## config.mk

```make
export PLATFORM = sky130hd
export DESIGN_NAME = qcl_counter_underflow_bank
export DESIGN_NICKNAME = d
export VERILOG_FILES = /design/src/rtl/qcl_counter_underflow_bank.sv
export SDC_FILE = /design/constraint.sdc
export NUM_CORES = 1
export LEC_CHECK = 0
export ABC_AREA = 1
export BUFFER_PORTS_ARGS = -buffer_cell sky130_fd_sc_hd__buf_2
export CAP_MARGIN = 10
export CORE_MARGIN = 4
export CORE_UTILIZATION = 50
export CTS_BUF_LIST = sky130_fd_sc_hd__clkbuf_8
export CTS_CLUSTER_DIAMETER = 120
export CTS_CLUSTER_SIZE = 12
export DETAILED_ROUTE_END_ITERATION = 10
export GPL_TIMING_DRIVEN = 0
export HOLD_SLACK_MARGIN = 0.1
export PLACE_DENSITY = 0.8
export SETUP_SLACK_MARGIN = 0.5
export SYNTH_ARGS = -nofsm -noshare
export SYNTH_HDL_FRONTEND = slang
export SYNTH_SLANG_ARGS = --single-unit
```

## constraint.sdc

```tcl
create_clock -name clk_i -period 3.85 [get_ports clk_i]
set_clock_uncertainty 0.15 [all_clocks]
set_input_delay 0.1925 -clock clk_i [delete_from_list [all_inputs] [get_ports clk_i]]
set_output_delay 0.1925 -clock clk_i [all_outputs]
set_load 0.01 [all_outputs]
```

## src/rtl/qcl_counter_underflow_bank.sv

```systemverilog
// qcl_counter_underflow_bank
// Bank of els_p independent down-counters (timers). Each channel supports:
//   - load via set_i, which also captures the reload mode
//   - enable via en_i
//   - one-shot or auto-reload operation
//   - saturation at zero
// Expiries are latched per channel and reported lowest-index-first through a
// valid/yumi event port. A sticky overrun flag records a lost event.
//
// Ports:
//   clk_i, reset_n_i   clock and synchronous active-low reset
//   set_i, val_i       per-channel load strobe and packed load values
//   reload_i           mode captured on set (1 = auto-reload, 0 = one-shot)
//   en_i               per-channel count enable
//   count_o, zero_o    current count (packed like val_i) and count==0 flags
//   expire_o           one-cycle expiry pulse
//   overrun_o          sticky: expiry while the channel was already pending
//   ev_v_o, ev_id_o    pending event valid and lowest pending channel index
//   ev_yumi_i          consumes the event at ev_id_o
module qcl_counter_underflow_bank #(
    parameter int unsigned width_p = 16,
    parameter int unsigned els_p   = 4,
    localparam int unsigned id_width_lp = (els_p == 1) ? 1 : $clog2(els_p)
) (
    input  logic                       clk_i,
    input  logic                       reset_n_i,
    input  logic [els_p-1:0]           set_i,
    input  logic [els_p*width_p-1:0]   val_i,
    input  logic [els_p-1:0]           reload_i,
    input  logic [els_p-1:0]           en_i,
    output logic [els_p*width_p-1:0]   count_o,
    output logic [els_p-1:0]           zero_o,
    output logic [els_p-1:0]           expire_o,
    output logic [els_p-1:0]           overrun_o,
    output logic                       ev_v_o,
    output logic [id_width_lp-1:0]     ev_id_o,
    input  logic                       ev_yumi_i
);

    logic [els_p-1:0][width_p-1:0] count_q,  count_d;
    logic [els_p-1:0][width_p-1:0] period_q, period_d;
    logic [els_p-1:0]              mode_q,   mode_d;
    logic [els_p-1:0]              armed_q,  armed_d;
    logic [els_p-1:0]              pend_q,   pend_d;
    logic [els_p-1:0]              ovr_q,    ovr_d;
    logic [els_p-1:0]              expire_q, expire_d;

    logic [els_p-1:0][width_p-1:0] val;
    logic [els_p-1:0]              yumi_hit;
    logic [id_width_lp-1:0]        ev_id;

    assign val = val_i;

    // Fixed-priority encode of pending events, lowest index wins
    always_comb begin
        ev_id = '0;
        for (int i = els_p - 1; i >= 0; i--) begin
            if (pend_q[i]) begin
                ev_id = id_width_lp'(i);
            end
        end
    end

    // Yumi without a valid event is ignored
    always_comb begin
        yumi_hit = '0;
        for (int i = 0; i < els_p; i++) begin
            yumi_hit[i] = ev_yumi_i && (|pend_q) && (ev_id == id_width_lp'(i));
        end
    end

    // Per-channel next-state: set beats count; an expiry re-pends after a consume
    always_comb begin
        count_d  = count_q;
        period_d = period_q;
        mode_d   = mode_q;
        armed_d  = armed_q;
        pend_d   = pend_q;
        ovr_d    = ovr_q;
        expire_d = '0;
        for (int i = 0; i < els_p; i++) begin
            if (yumi_hit[i]) begin
                pend_d[i] = 1'b0;
            end
            if (set_i[i]) begin
                count_d[i]  = val[i];
                period_d[i] = val[i];
                mode_d[i]   = reload_i[i];
                armed_d[i]  = (val[i] != '0);
                ovr_d[i]    = 1'b0;
            end else if (en_i[i] && armed_q[i]) begin
                if (count_q[i] > width_p'(1)) begin
                    count_d[i] = count_q[i] - width_p'(1);
                end else if (count_q[i] == width_p'(1)) begin
                    expire_d[i] = 1'b1;
                    pend_d[i]   = 1'b1;
                    if (mode_q[i]) begin
                        count_d[i] = period_q[i];
                    end else begin
                        count_d[i] = '0;
                        armed_d[i] = 1'b0;
                    end
                    if (pend_q[i] && !yumi_hit[i]) begin
                        ovr_d[i] = 1'b1;
                    end
                end
            end
        end
    end

    // State registers
    always_ff @(posedge clk_i) begin
        if (!reset_n_i) begin
            count_q  <= '0;
            period_q <= '0;
            mode_q   <= '0;
            armed_q  <= '0;
            pend_q   <= '0;
            ovr_q    <= '0;
            expire_q <= '0;
        end else begin
            count_q  <= count_d;
            period_q <= period_d;
            mode_q   <= mode_d;
            armed_q  <= armed_d;
            pend_q   <= pend_d;
            ovr_q    <= ovr_d;
            expire_q <= expire_d;
        end
    end

    // Zero flags decoded from the count register
    always_comb begin
        zero_o = '0;
        for (int i = 0; i < els_p; i++) begin
            zero_o[i] = (count_q[i] == '0);
        end
    end

    assign count_o   = count_q;
    assign expire_o  = expire_q;
    assign overrun_o = ovr_q;
    assign ev_v_o    = |pend_q;
    assign ev_id_o   = ev_id;

endmodule

```

# == After elaboration in Yosys (flattened, before gate mapping) ==
# Index checks and enable logic that the tools add are counted.
# totals
regBits,148
in_bits,79
elab_cells,184
# op_classes
n_addsub,4
n_lt_le_gt_ge,4
eq_ne,15
n_mux,68
bitwise,9
reduce_logical,59
# ops
operator,count
$mux 16,20
$eq 16x1->1 const B,4
$gt 16x1->1 const B,4
$logic_not 16->1,4
$reduce_bool 16->1,4
$sub 16x1->16 const B,4
$mux 1,44
$reduce_and 4->1,8
$reduce_or 4->1,5
$ne 2x2->1 const B,8
$reduce_bool 2->1,8
$logic_and 1x1->1,13
$reduce_bool 3->1,4
$not 1->1,9
$mux 2,4
$reduce_and 2->1,4
$reduce_or 2->1,4
$eq 2x2->1 const B,2
$logic_not 1->1,4
$eq 2x1->1 const B,1
$logic_not 2->1,1

# == Depth between registers and ports, before layout ==
# depth
depth_word,11
depth_mapped,12

# == Worst setup path after synthesis ==
# Ideal clock, no wire load.
# synth_timing
kind,reg2reg
startpoint,"register count_q, in the netlist count_o[32]"
endpoint,"register count_q, in the netlist count_o[34]"
arrival_time_ps,1692
required_ps,3629
slack_ps,1937
path_stages_with_launch,13
period_less_slack_ps,1913
cell_sequence,dfxtp_1 -> inv_1 -> ha_1 -> clkbuf_1 -> nand2_2 -> nor2_8 -> nand3_2 -> nand2_2 -> buf_6 -> nand3_1 -> nand2_1 -> inv_1 -> a21oi_2
# synth_between
elab_chain_cells,4
elab_cells_between_ends,8
classes_between,add/sub (1); order compare (1); eq/ne (1); mux (3); reduce/logical (2)
# synth_lines
element,line_no,text
from (decl),40,"logic [els_p-1:0][width_p-1:0] count_q, count_d;"
from (signal assigned),122,count_q <= count_d;
$sub 16x1->16 / $gt 16x1->1 (equally long branches),"93, 92",
$mux 16,92,if (count_q[i] > width_p'(1)) begin
$mux 16,91,end else if (en_i[i] && armed_q[i]) begin
$mux 16,85,if (set_i[i]) begin
# Several ways; a longest one is shown, not always the timed one. The select of a mux whose other input is x is not followed.
# A chain may end at the register's enable or synchronous reset.

# == Final worst setup path ==
# layout_timing
startpoint,input reset_n_i
endpoint,register period_q[28] (netlist bit)
# layout_lines
element,line_no,text
from (decl),26,"input logic reset_n_i,"
to (signal assigned),123,period_q <= period_d;
to (decl),41,"logic [els_p-1:0][width_p-1:0] period_q, period_d;"
# No word-level cell between the ends.

==> results.cfg <==
[run]
maxCapViolations = 0

[pwr]
ir_worst_vdd_uv = 255
switchingPower_mw = 1.51
p_comb_share_pct = 27.2
p_per_area_nw_per_um2 = 378
p_seq_share_pct = 40.1
p_sw_share_pct = 34.7
intPower_mw = 2.85
clkPwrFrac_pct = 32.7
p_leak_nw = 5.83

[floorplan]
core.rowCount = 49
die-height_um = 143
die_w_um = 143
floorplan.initialDensity_pct = 50.9
design.die.area_um2 = 20600
core_area_um2 = 18000
ios = 158

[placement]
io_buffers = 155
hpwlAfterDp_mm = 22.0
place_inst = 1864
placed_area_um2 = 10200
gp_congestion = 0.963
place_ws_ps = 1690

[status]
status = complete, no violations

[synth]
synth-main-ff-cell = dfxtp_1
synthTopCellsByArea = dfxtp_1 (32%), nand2_1 (19%), nand3_1 (8.0%)
synth_enable_flop_cells = 0
yosys_register_bits = 148
synthArstFlopShare_pct = 0
ys_types = 41
syn_nets = 1571
synth_seq_area_share_pct = 32.3
synth_area_um2 = 9170
yosysWarningCount = 0
syn_avg_cell_area_um2 = 6.20
synth_top_area_share_pct = 32.3
syn_inst = 1480
synth_top_cell_by_area = dfxtp_1

[sta]
period_share_pct = 65.4
setup_viol = 0
slew_headroom_pct = 41.8
worst_slack_ps = 1330
period_needed_ps = 2520
slew_viol_final = 0
rsz0062_at_grt = no
setup_tns_ps = 0
worstMarginPinSlew_ps = 873
holdWs_ps = 118
max_freq_ghz = 0.397
hold_viol_final = 0

[setup_path]
cp_data_arrival_time_ps = 2730
crit_path_start_kind = input pin
r2r_cells = 8
r2r-end = pend_q[2]
regToRegStartpoint = count_o[36]
cp-end-kind = flop
rrSetupSlack_ps = 1440
cp_max_fo = 10
crit_required_ps = 4060
critPathKind = input pin to flop

[finish]
finalInstanceArea_um2 = 11600
nNetsFinal = 1831
regArea_um2 = 2960
syn2layout_area_growth_pct = 26.0
antennaDiodeCount = 0
fillerInstances = 1685
layout_commonest_cell = nand2_1
fin_cells = 1982
multi_input_area_um2 = 5280
final_layout_size_suffix_gt1_share_pct = 15.8
layout_common_cells = nand2_1 (470), inv_1 (182), buf_2 (162), nor2_1 (151), dfxtp_1 (148)

[min_path]
hold_class = input pin to flop
min_from = set_i[3]
hold_depth = 3
min_to = period_q[49]

[grt]
overflow = 0
grt_pass1_wl_mm = 48.0
antenna_found_initial = 0
grt_pass1_vias = 9855
grt_max_degree = 17
grt.total_usage_pct = 28.8

[routing]
wl_met2_mm = 14.2
drcViolationCount = 0
drt-met1-wl_mm = 12.7
wl_met3_mm = 2.74
top_layer = met4
wl_per_cell_um = 15.3
routed_via_density = 5.40
drt-total-wl_mm = 30.4
firstDrtPassIters = 6
ant_nets = 0
vias = 10711
drt_iter0_markers = 983

[clocking]
clock_sinks = 148
cts.path.max_buffers = 2
clk_transition_reported_paths_ps = 90
cts_tree = yes
cts_repair_resize_count = 0
htree_levels = 4
cts_made_buffers = 17
clock_latency_ps = 460
cts_root_buf = clkbuf_8
[how the worst max path moves through the flow]
| stage | slack [ps] | startpoint | depth (start not counted) | to |
|---|---|---|---|---|
| after CTS | 1390 | reset_n_i | 7 | period_q[24] |
| after global placement | 1700 | count_o[32] | 11 | count_o[45] |
| after floorplan | 1940 | count_o[32] | 12 | count_o[34] |
| final | 1330 | reset_n_i | 7 | period_q[28] |
| after detailed placement | 1690 | count_o[32] | 11 | count_o[45] |
| after global routing | 1200 | reset_n_i | 7 | period_q[24] |
[timing repair]
action,CTS,global route
hold endpoints to repair,147,0
hold buffers,86,0
setup buffers,0,0
[metrics by stage]
step                      utilization (%)  power, mW
after floorplan                         -       2.54
after global placement               56.8       2.85
after detailed placement             56.8       2.87
after CTS                            64.1       4.34
after global routing                 64.1       4.59
final                                64.1       4.36
[power groups by stage]
stage	Combinational [mW]	Sequential [mW]	Clock, mW
floorplan	0.764	1.77	0
global placement	1.08	1.78	0
detailed placement	1.09	1.78	0
CTS	1.17	1.74	1.43
global route	1.32	1.76	1.50
finish	1.19	1.75	1.43
[cell usage after synthesis (6+ instances only)]
cell and count:
buf_1 6, ha_1 12, nand3_1 147, buf_2 7, nor2_2 7, nand3_2 11
nand2_2 20, inv_1 182, o22ai_1 16, clkbuf_1 29, o21ai_0 56, nor2_1 151
nor3_1 16, a21oi_1 109, a21oi_2 16, xor2_1 7, nor4_1 10, nand2_1 470
nand4_1 12, dfxtp_1 148
[flip-flops by register name (all words and copies together) (netlist names)]
| signal | cells |
|---|---|
| count_o | 64 |
| period_q | 64 |
| armed_q | 4 |
| expire_o | 4 |
| mode_q | 4 |
| overrun_o | 4 |
| pend_q | 4 |
[routing by layer]
layer | GRT usage, % | vias to the layer above
met5 | 0 | -
met4 | 10.1 | 0
met3 | 5.49 | 69
met2 | 48.1 | 545
met1 | 37.4 | 4843
li1 | - | 5254
[logic make-up (layout without fill, tap and decap cells)]
group	Yosys count	in the layout	share of synthesized area, %
xor gates and xnor gates	11	11	1.05
and+or+nand+nor	873	873	42.6
adders and majority gates	12	12	1.64
buffers and inverters	232	505	10.1
DFF	148	148	32.3
AOI/OAI and AO/OA	204	204	12.3
[critical path, stage by stage]
cell           delay [ps]
dlygate4sd3_1         530
buf_2                 190
inv_1                 100
clkbuf_1              390
clkbuf_1              540
o22ai_1               200
dlygate4sd3_1         580
[final cells by class]
class,count,share of cell area [%]
multi-input combinational,1100,45.7
clock buffer,17,2.02
clock inverter,15,1.97
buffer,46,1.87
tap,229,2.48
inverter,186,6.15
sequential,148,25.6
timing repair buffer,241,14.2
Note: power is estimated with default switching activity, not from simulation.
